===== config.mk =====
export PLATFORM = sky130hd
export DESIGN_NAME = rua_run_ctrl
export DESIGN_NICKNAME = d
export VERILOG_FILES = /design/src/rtl/rua_run_ctrl.sv
export SDC_FILE = /design/constraint.sdc
export NUM_CORES = 1
export LEC_CHECK = 0
export CORE_MARGIN = 3
export CORE_UTILIZATION = 47
export DETAILED_ROUTE_END_ITERATION = 7
export PLACE_DENSITY = 0.95
export SYNTH_ARGS = -nofsm -noshare
export SYNTH_HDL_FRONTEND = slang
export SYNTH_SLANG_ARGS = --single-unit

===== constraint.sdc =====
create_clock -name clk -period 4.4 [get_ports clk]
set_input_delay 1.1 -clock clk [delete_from_list [all_inputs] [get_ports clk]]
set_output_delay 1.1 -clock clk [all_outputs]
set_load 0.01 [all_outputs]

===== src/rtl/rua_run_ctrl.sv =====
// Run controller for the rua core: holds the core in reset and streams a byte image into RAM.
// It then runs the core until a tohost store or cycle-budget expiry and latches the result.
module rua_run_ctrl #(
    parameter int unsigned             ADDR_WIDTH  = 32,
    parameter int unsigned             DATA_WIDTH  = 32,
    parameter int unsigned             MEM_BYTES   = 5300,
    parameter int unsigned             MAX_CYCLES  = 100,
    parameter logic [ADDR_WIDTH-1:0]   TOHOST_ADDR = ADDR_WIDTH'(32'h0000_1000),
    parameter int unsigned             CNT_WIDTH   = 32
) (
    input  logic                  clk,
    input  logic                  rst,
    input  logic                  start,
    input  logic                  ld_valid,
    input  logic [7:0]            ld_data,
    input  logic                  ld_last,
    output logic                  ld_ready,
    output logic                  ram_we,
    output logic [ADDR_WIDTH-1:0] ram_addr,
    output logic [7:0]            ram_wdata,
    output logic                  cpu_rst,
    input  logic                  mon_we,
    input  logic [ADDR_WIDTH-1:0] mon_addr,
    input  logic [DATA_WIDTH-1:0] mon_wdata,
    output logic                  done,
    output logic                  pass,
    output logic                  timeout,
    output logic                  load_err,
    output logic [DATA_WIDTH-1:0] exit_code,
    output logic [CNT_WIDTH-1:0]  cycles
);

    localparam int unsigned PTR_W = $clog2(MEM_BYTES + 1);
    localparam int unsigned BUD_W = $clog2(MAX_CYCLES + 1);
    localparam logic [PTR_W-1:0] PTR_MAX  = PTR_W'(MEM_BYTES);
    localparam logic [BUD_W-1:0] BUD_LAST = BUD_W'(MAX_CYCLES - 1);

    typedef enum logic [2:0] {
        S_IDLE,
        S_LOAD,
        S_RELEASE,
        S_RUN,
        S_DONE
    } state_t;

    state_t           state;
    logic [PTR_W-1:0] ptr;
    // Budget tracked separately so a narrow, saturating cycles output cannot stall expiry.
    logic [BUD_W-1:0] budget;
    logic             tohost_hit;

    // Load path is combinational so each byte lands in RAM in its handshake cycle.
    assign ld_ready   = (state == S_LOAD) && (ptr < PTR_MAX);
    assign ram_we     = ld_valid && ld_ready;
    assign ram_addr   = ADDR_WIDTH'(ptr);
    assign ram_wdata  = ld_data;
    assign tohost_hit = mon_we && (mon_addr == TOHOST_ADDR);

    always_ff @(posedge clk) begin
        if (rst) begin
            state     <= S_IDLE;
            ptr       <= '0;
            budget    <= '0;
            cpu_rst   <= 1'b1;
            done      <= 1'b0;
            pass      <= 1'b0;
            timeout   <= 1'b0;
            load_err  <= 1'b0;
            exit_code <= '0;
            cycles    <= '0;
        end else begin
            case (state)
                S_IDLE: begin
                    if (start) begin
                        state <= S_LOAD;
                        ptr   <= '0;
                    end
                end

                S_LOAD: begin
                    if (ram_we) begin
                        ptr <= ptr + PTR_W'(1);
                        if (ld_last) begin
                            state <= S_RELEASE;
                        end
                    end else if (!ld_ready) begin
                        state    <= S_DONE;
                        done     <= 1'b1;
                        load_err <= 1'b1;
                        pass     <= 1'b0;
                    end
                end

                S_RELEASE: begin
                    state   <= S_RUN;
                    cycles  <= '0;
                    budget  <= '0;
                    cpu_rst <= 1'b0;
                end

                S_RUN: begin
                    if (cycles != {CNT_WIDTH{1'b1}}) begin
                        cycles <= cycles + CNT_WIDTH'(1);
                    end
                    budget <= budget + BUD_W'(1);
                    // A tohost store wins over budget expiry in the same cycle.
                    if (tohost_hit) begin
                        exit_code <= mon_wdata;
                        pass      <= (mon_wdata == DATA_WIDTH'(1));
                        timeout   <= 1'b0;
                        done      <= 1'b1;
                        cpu_rst   <= 1'b1;
                        state     <= S_DONE;
                    end else if (budget == BUD_LAST) begin
                        timeout <= 1'b1;
                        pass    <= 1'b0;
                        done    <= 1'b1;
                        cpu_rst <= 1'b1;
                        state   <= S_DONE;
                    end
                end

                S_DONE: begin
                    if (start) begin
                        state     <= S_LOAD;
                        ptr       <= '0;
                        done      <= 1'b0;
                        pass      <= 1'b0;
                        timeout   <= 1'b0;
                        load_err  <= 1'b0;
                        exit_code <= '0;
                        cycles    <= '0;
                    end
                end

                default: begin
                    state <= S_IDLE;
                end
            endcase
        end
    end

endmodule


**After elaboration in Yosys (flattened, before gate mapping)**

Cells that the tools add are included.

- Add/subtract/negate cells: 3
- Magnitude comparators: 1
- Equality and inequality tests: 18
- Multiplexer cells: 31
- Reductions and logical operators: 19

Operator list:

| operator | count |
|---|---|
| $mux W32 | 3 |
| $pmux W32 S3 | 1 |
| $pmux W32 S2 | 1 |
| $add A32 B1 Y32 const B | 1 |
| $eq A32 B1 Y1 const B | 1 |
| $eq A32 B13 Y1 const B | 1 |
| $ne A32 B32 Y1 const B | 1 |
| $mux W13 | 2 |
| $pmux W13 S2 | 1 |
| $mux W3 | 6 |
| $pmux W7 S2 | 1 |
| $add A13 B1 Y13 const B | 1 |
| $lt A13 B13 Y1 const B | 1 |
| $ne A2 B2 Y1 const B | 6 |
| $pmux W3 S4 | 1 |
| $reduce_and A3 Y1 | 4 |
| $mux W1 | 10 |
| $ne A3 B3 Y1 const B | 3 |
| $reduce_and A4 Y1 | 2 |
| $reduce_bool A2 Y1 | 4 |
| $add A7 B1 Y7 const B | 1 |
| $eq A7 B7 Y1 const B | 1 |
| $eq A3 B2 Y1 const B | 2 |
| $pmux W1 S2 | 3 |
| other kinds (10) | 14 |

- Bits in registers: 92
- Input port bits: 78
- Output and inout bits: 111
- Logic and storage cells: 82

**Depth between registers and ports, before layout**

- Depth in word-level cells: 5
- Depth in mapped cells: 9
- Depth with buffers taken out: 6

**Worst setup path before layout**

Ideal clock, no wire load.

- Path kind: input to output
- From: in ld_valid
- To: out ram_we
- Data arrival time: 1467 ps
- Data required time: 3300 ps
- Path slack: 1833 ps
- Cell stages on the path: 2
- Path through: nand3b_1 > nor3_1

- Word-level cells in the longest chain between the ends: 1

RTL lines:

| what | RTL line | source |
|---|---|---|
| start, declared | 14 | `input logic ld_valid,` |
| $logic_and A1 B1 Y1 | 54 | `assign ram_we = ld_valid && ld_ready;` |
| end, declared | 18 | `output logic ram_we,` |

No other way between the ends.

**Worst setup path after layout**

- From: reg ptr[2]
- To: out ld_ready

- Word-level cells in the longest chain between the ends: 2

RTL lines:

| what | RTL line | source |
|---|---|---|
| start, declared | 47 | `logic [PTR_W-1:0] ptr;` |
| start signal, assigned | 82 | `ptr <= ptr + PTR_W'(1);` |
| $lt A13 B13 Y1 | 53 | `assign ld_ready = (state == S_LOAD) && (ptr < PTR_MAX);` |
| $logic_and A1 B1 Y1 | 53 |  |
| end, declared | 17 | `output logic ld_ready,` |

No other way between the ends.

==> results.txt <==
----------------------------------------------------
[Route]
  Vias per cell ... ~5.7
  Post-detailed-route wirelength per cell ... 16.2 um
  Total Wirelength ... ~14 mm
  Number of DRC violations after detailed-routing iteration 0 ... between 300 and 400
  Initial DRT Pass Iterations ... 5
  Via count of the routed design ... approximately 4800
  Antenna Nets Post-Route ... 0
  Post-detailed-route DRC marker count ... 0

[GRT]
  Via count of the first global-routing pass ... approximately 4700
  First-pass GRT wire length ... 22.2 mm
  GRT overflow ... 0
  GRT Total Usage ... 24.1%
  Maximum number of pins on one net before global-route repair ... 36
  Initial antenna violation count ... 0

[Critical path]
  Worst-path fanout max ... 8
  Cells along the critical path ... o211ai_1, a211oi_1, nor4_1, clkdlybuf4s50_1
  Critical R2R Launch ... state[1]$_SDFFE_PP0P_
  Required time worst endpoint ... 3.30 ns
  Family of cells with the greatest summed delay on the critical path ... simple AND/OR/NAND/NOR gates
  Setup CP Type ... flop to output pin
  Total number of cells along the worst setup path ... 4
  Slowest stage cell on the critical path ... nor4_1
  Nature of the critical path endpoint ... output pin
  Largest stage delay, worst path ... about 0.79 ns
  Worst setup startpoint ... ptr[2]$_SDFFE_PP0P_
  WP buf/inv ... 1
  Type of element launching the critical path ... flop
  Number of cells traversed by the worst register-to-register path ... 5
  Data arrival, critical path ... about 2.6 ns

[Clocking]
  Cts repair resizes ... 0
  H-tree levels ... 3
  Number of buffers created by CTS ... 9
  Root buffer selected by CTS ... clkbuf_8
  CTS tree ... built
  Number of buffers between clock root and the deepest sink ... 2
  Worst-Skew Late Latency ... about 0.37 ns
  Buffers inserted by post-CTS timing repair ... 0
  Num Clock Sinks ... 92
  Cts hold-fix bufs ... 0
  Clock slew seen by the registers of the worst setup and hold paths ... roughly 0.10 ns

[Placed design]
  Buffers added on ports ... roughly 150
  Half-perimeter wire length of the detailed placement result ... 10.3 mm
  Post-Place Cells ... ~820
  Last weighted congestion value of the routability-driven placer ... slightly above 0.9

[Timing]
  Hold WS ... ~0.46 ns
  Fin crit share ... 84.8%
  Final count of hold timing violations ... 0
  Unrepaired setup endpoints after global routing ... no
  Final slew viol count ... 0
  Worst slew margin ... between 20% and 30%
  Setup-violating endpoint count in the final report ... 0
  Total negative slack for setup checks ... 0 ns
  Tightest Pin Transition ... around 1.1 ns
  Setup skew after layout ... around 0.0093 ns
  Min cycle time layout ... ~3.7 ns
  Upper clock frequency limit ... 268 MHz

[Synth]
  Post-synth top flop ... dfxtp_1
  Yosys warns ... 0
  Portion of the post-synthesis area used by sequential elements ... between 30% and 40%
  Avg Synthesized Cell Area ... around 8.1 um^2
  Count of flip-flops with a built-in enable after synthesis ... 0
  FFs w/ async S/R, synth ... 0%
  Distinct cell type count of the synthesized netlist ... 47
  Number of instances in the synthesized netlist ... around 570
  FF+latch count, synth ... 92
  Synthesized cell area ... about 4700 um^2

[Floorplan]
  DIE WIDTH ... between 100 and 150 um
  Die outline area ... around 11000 um^2
  Number of core rows ... 35
  Floorplan Core Area ... between 9000 and 10000 um^2
  Die outline height ... about 110 um
  Number of top-level pins ... roughly 190
  Initial standard-cell utilization of the core ... between 40% and 50%

[Finish]
  Post-synthesis to final-layout area growth ... 36.2%
  Fill cell count ... between 700 and 800
  Number of standard cells in the layout, taps in and fillers out ... between 800 and 900
  Multi-input gate area ... about 2500 um^2
  Register Area ... around 1800 um^2
  Post-layout utilization of the core ... 67.4%
  Number of nets in the layout ... around 790
  Proportion of layout cells with a drive suffix above 1 ... 4.23%
  Leading cell type in the layout, fill and taps excluded ... clkdlybuf4s50_1
  Most used cells in the layout excluding fill and tap cells ... clkdlybuf4s50_1, nand2_1, dfxtp_1, a21oi_1, mux2i_1
  Antenna cells ... 0

[Hold path]
  Hold Path Stages ... 2
  Hold path startpoint ... exit_code[4]$_SDFFE_PP0P_
  Type of the tightest min-delay check ... flop to flop

[Power and ir drop]
  Portion of total power attributed to combinational logic ... 14.7%
  Clock power share ... 34.7%
  Internal cell power ... approximately 0.0013 W
  Switching pwr ... ~0.00046 W
  Switching portion of total power ... a little over a quarter
  Worst ir drop on vdd ... between 150 and 200 uV
  Leakage power summed over all cells ... around 2.3 nW
  Sequential cell fraction of total power ... 50.6%
  Power density over cell area ... approximately 270 nW/um^2

[Outcome]
  Result of the run ... complete, no violations

[Flow run]
  Max Cap Viol ... 0

----------------------------------------------------
## layout make-up
| cell class | count | share of cell area, % |
|---|---|---|
| clock buffers | 10 | 2.17 |
| clock inverters | 6 | 1.10 |
| inverters | 5 | 0.296 |
| multi-input cells | 439 | 40.1 |
| flip-flops and latches | 92 | 29.0 |
| well taps | 129 | 2.54 |
| repair buffers | 158 | 24.7 |
## worst register-to-register path: cells and delay by family (launching register included)
family	cells	cell delay, ns
AOI/OAI and AO/OA	3	1.39
and+or+nand+nor	2	0.80
DFF	1	0.52
## through the flow
| step | total power [W] | area [um^2] | setup WS, ns |
|---|---|---|---|
| detailed placement | 0.00114 | 6140 | 0.746 |
| global placement | 0.00113 | 6140 | 0.737 |
| global route | 0.00178 | 6340 | 0.348 |
| finish | 0.00171 | 6340 | 0.670 |
| floorplan | 0.00103 | 4730 | 1.83 |
| CTS | 0.00172 | 6340 | 0.663 |
## synthesized netlist by cell type, types with 5 or more instances
master | count | area [um^2]
nand2_1 | 99 | 372
dfxtp_1 | 92 | 1840
a21oi_1 | 44 | 220
mux2i_1 | 32 | 320
o21ai_0 | 29 | 145
or3_1 | 29 | 181
buf_4 | 27 | 203
nor2_1 | 27 | 101
nand3_1 | 23 | 115
nand4_1 | 20 | 125
clkbuf_1 | 15 | 56.3
nor4_1 | 14 | 87.6
or4_1 | 13 | 97.6
buf_2 | 9 | 45.0
and3_1 | 8 | 50.1
nor3_1 | 8 | 40.0
o211ai_1 | 8 | 60.1
and4_1 | 7 | 61.3
o21ai_1 | 6 | 30.0
o31ai_1 | 6 | 45.0
inv_1 | 5 | 18.8
## registers in the layout (all words and copies together) (netlist names)
name       cells
timeout        1
pass           1
exit_code     32
cycles        32
done           1
ptr           13
cpu_rst        1
budget         7
state          3
load_err       1
## final timing paths
kind	endpoint	slack (ns)
setup reg to reg	cycles[3]$_SDFFE_PP0P_	1.62
hold reg to reg	exit_code[4]$_SDFFE_PP0P_	0.46
hold / removal	exit_code[4]$_SDFFE_PP0P_	0.46
setup / recovery	ld_ready	0.67
## cells by family (layout without fill, tap and decap cells)
logic type / count (synthesis) / count (layout) / synth area share (%)
AND/OR/NAND/NOR: 272 / 272 / 30.6
AO/OA/AOI/OAI: 107 / 107 / 13.4
flip-flops: 92 / 92 / 39.5
buffers and inverters: 59 / 179 / 7.49
multiplexers: 32 / 32 / 6.88
XOR/XNOR: 6 / 6 / 1.13
adder cells (fa/ha/maj): 3 / 3 / 0.806
other: 1 / 19 / 0.0805
## power by group through the flow
stage	registers [W]	clock network [W]	logic, W
after global routing	0.000871	0.000637	0.000275
after detailed placement	0.000886	0	0.000249
final	0.000868	0.000595	0.000252
after global placement	0.000885	0	0.000243
after CTS	0.000867	0.000606	0.000250
after floorplan	0.000887	0	0.000140
## layer usage
| metal | vias to the layer above | part of all wire (%) | global-route usage (%) |
|---|---|---|---|
| li1 | 2300 | - | - |
| met1 | 2230 | 38 | 27.6 |
| met2 | 245 | 50 | 41.7 |
| met3 | 22 | 10 | 8.33 |
| met4 | 0 | 1.7 | 8.23 |
| met5 | - | 0 | 0 |
Note: power is estimated with default switching activity, not from simulation.
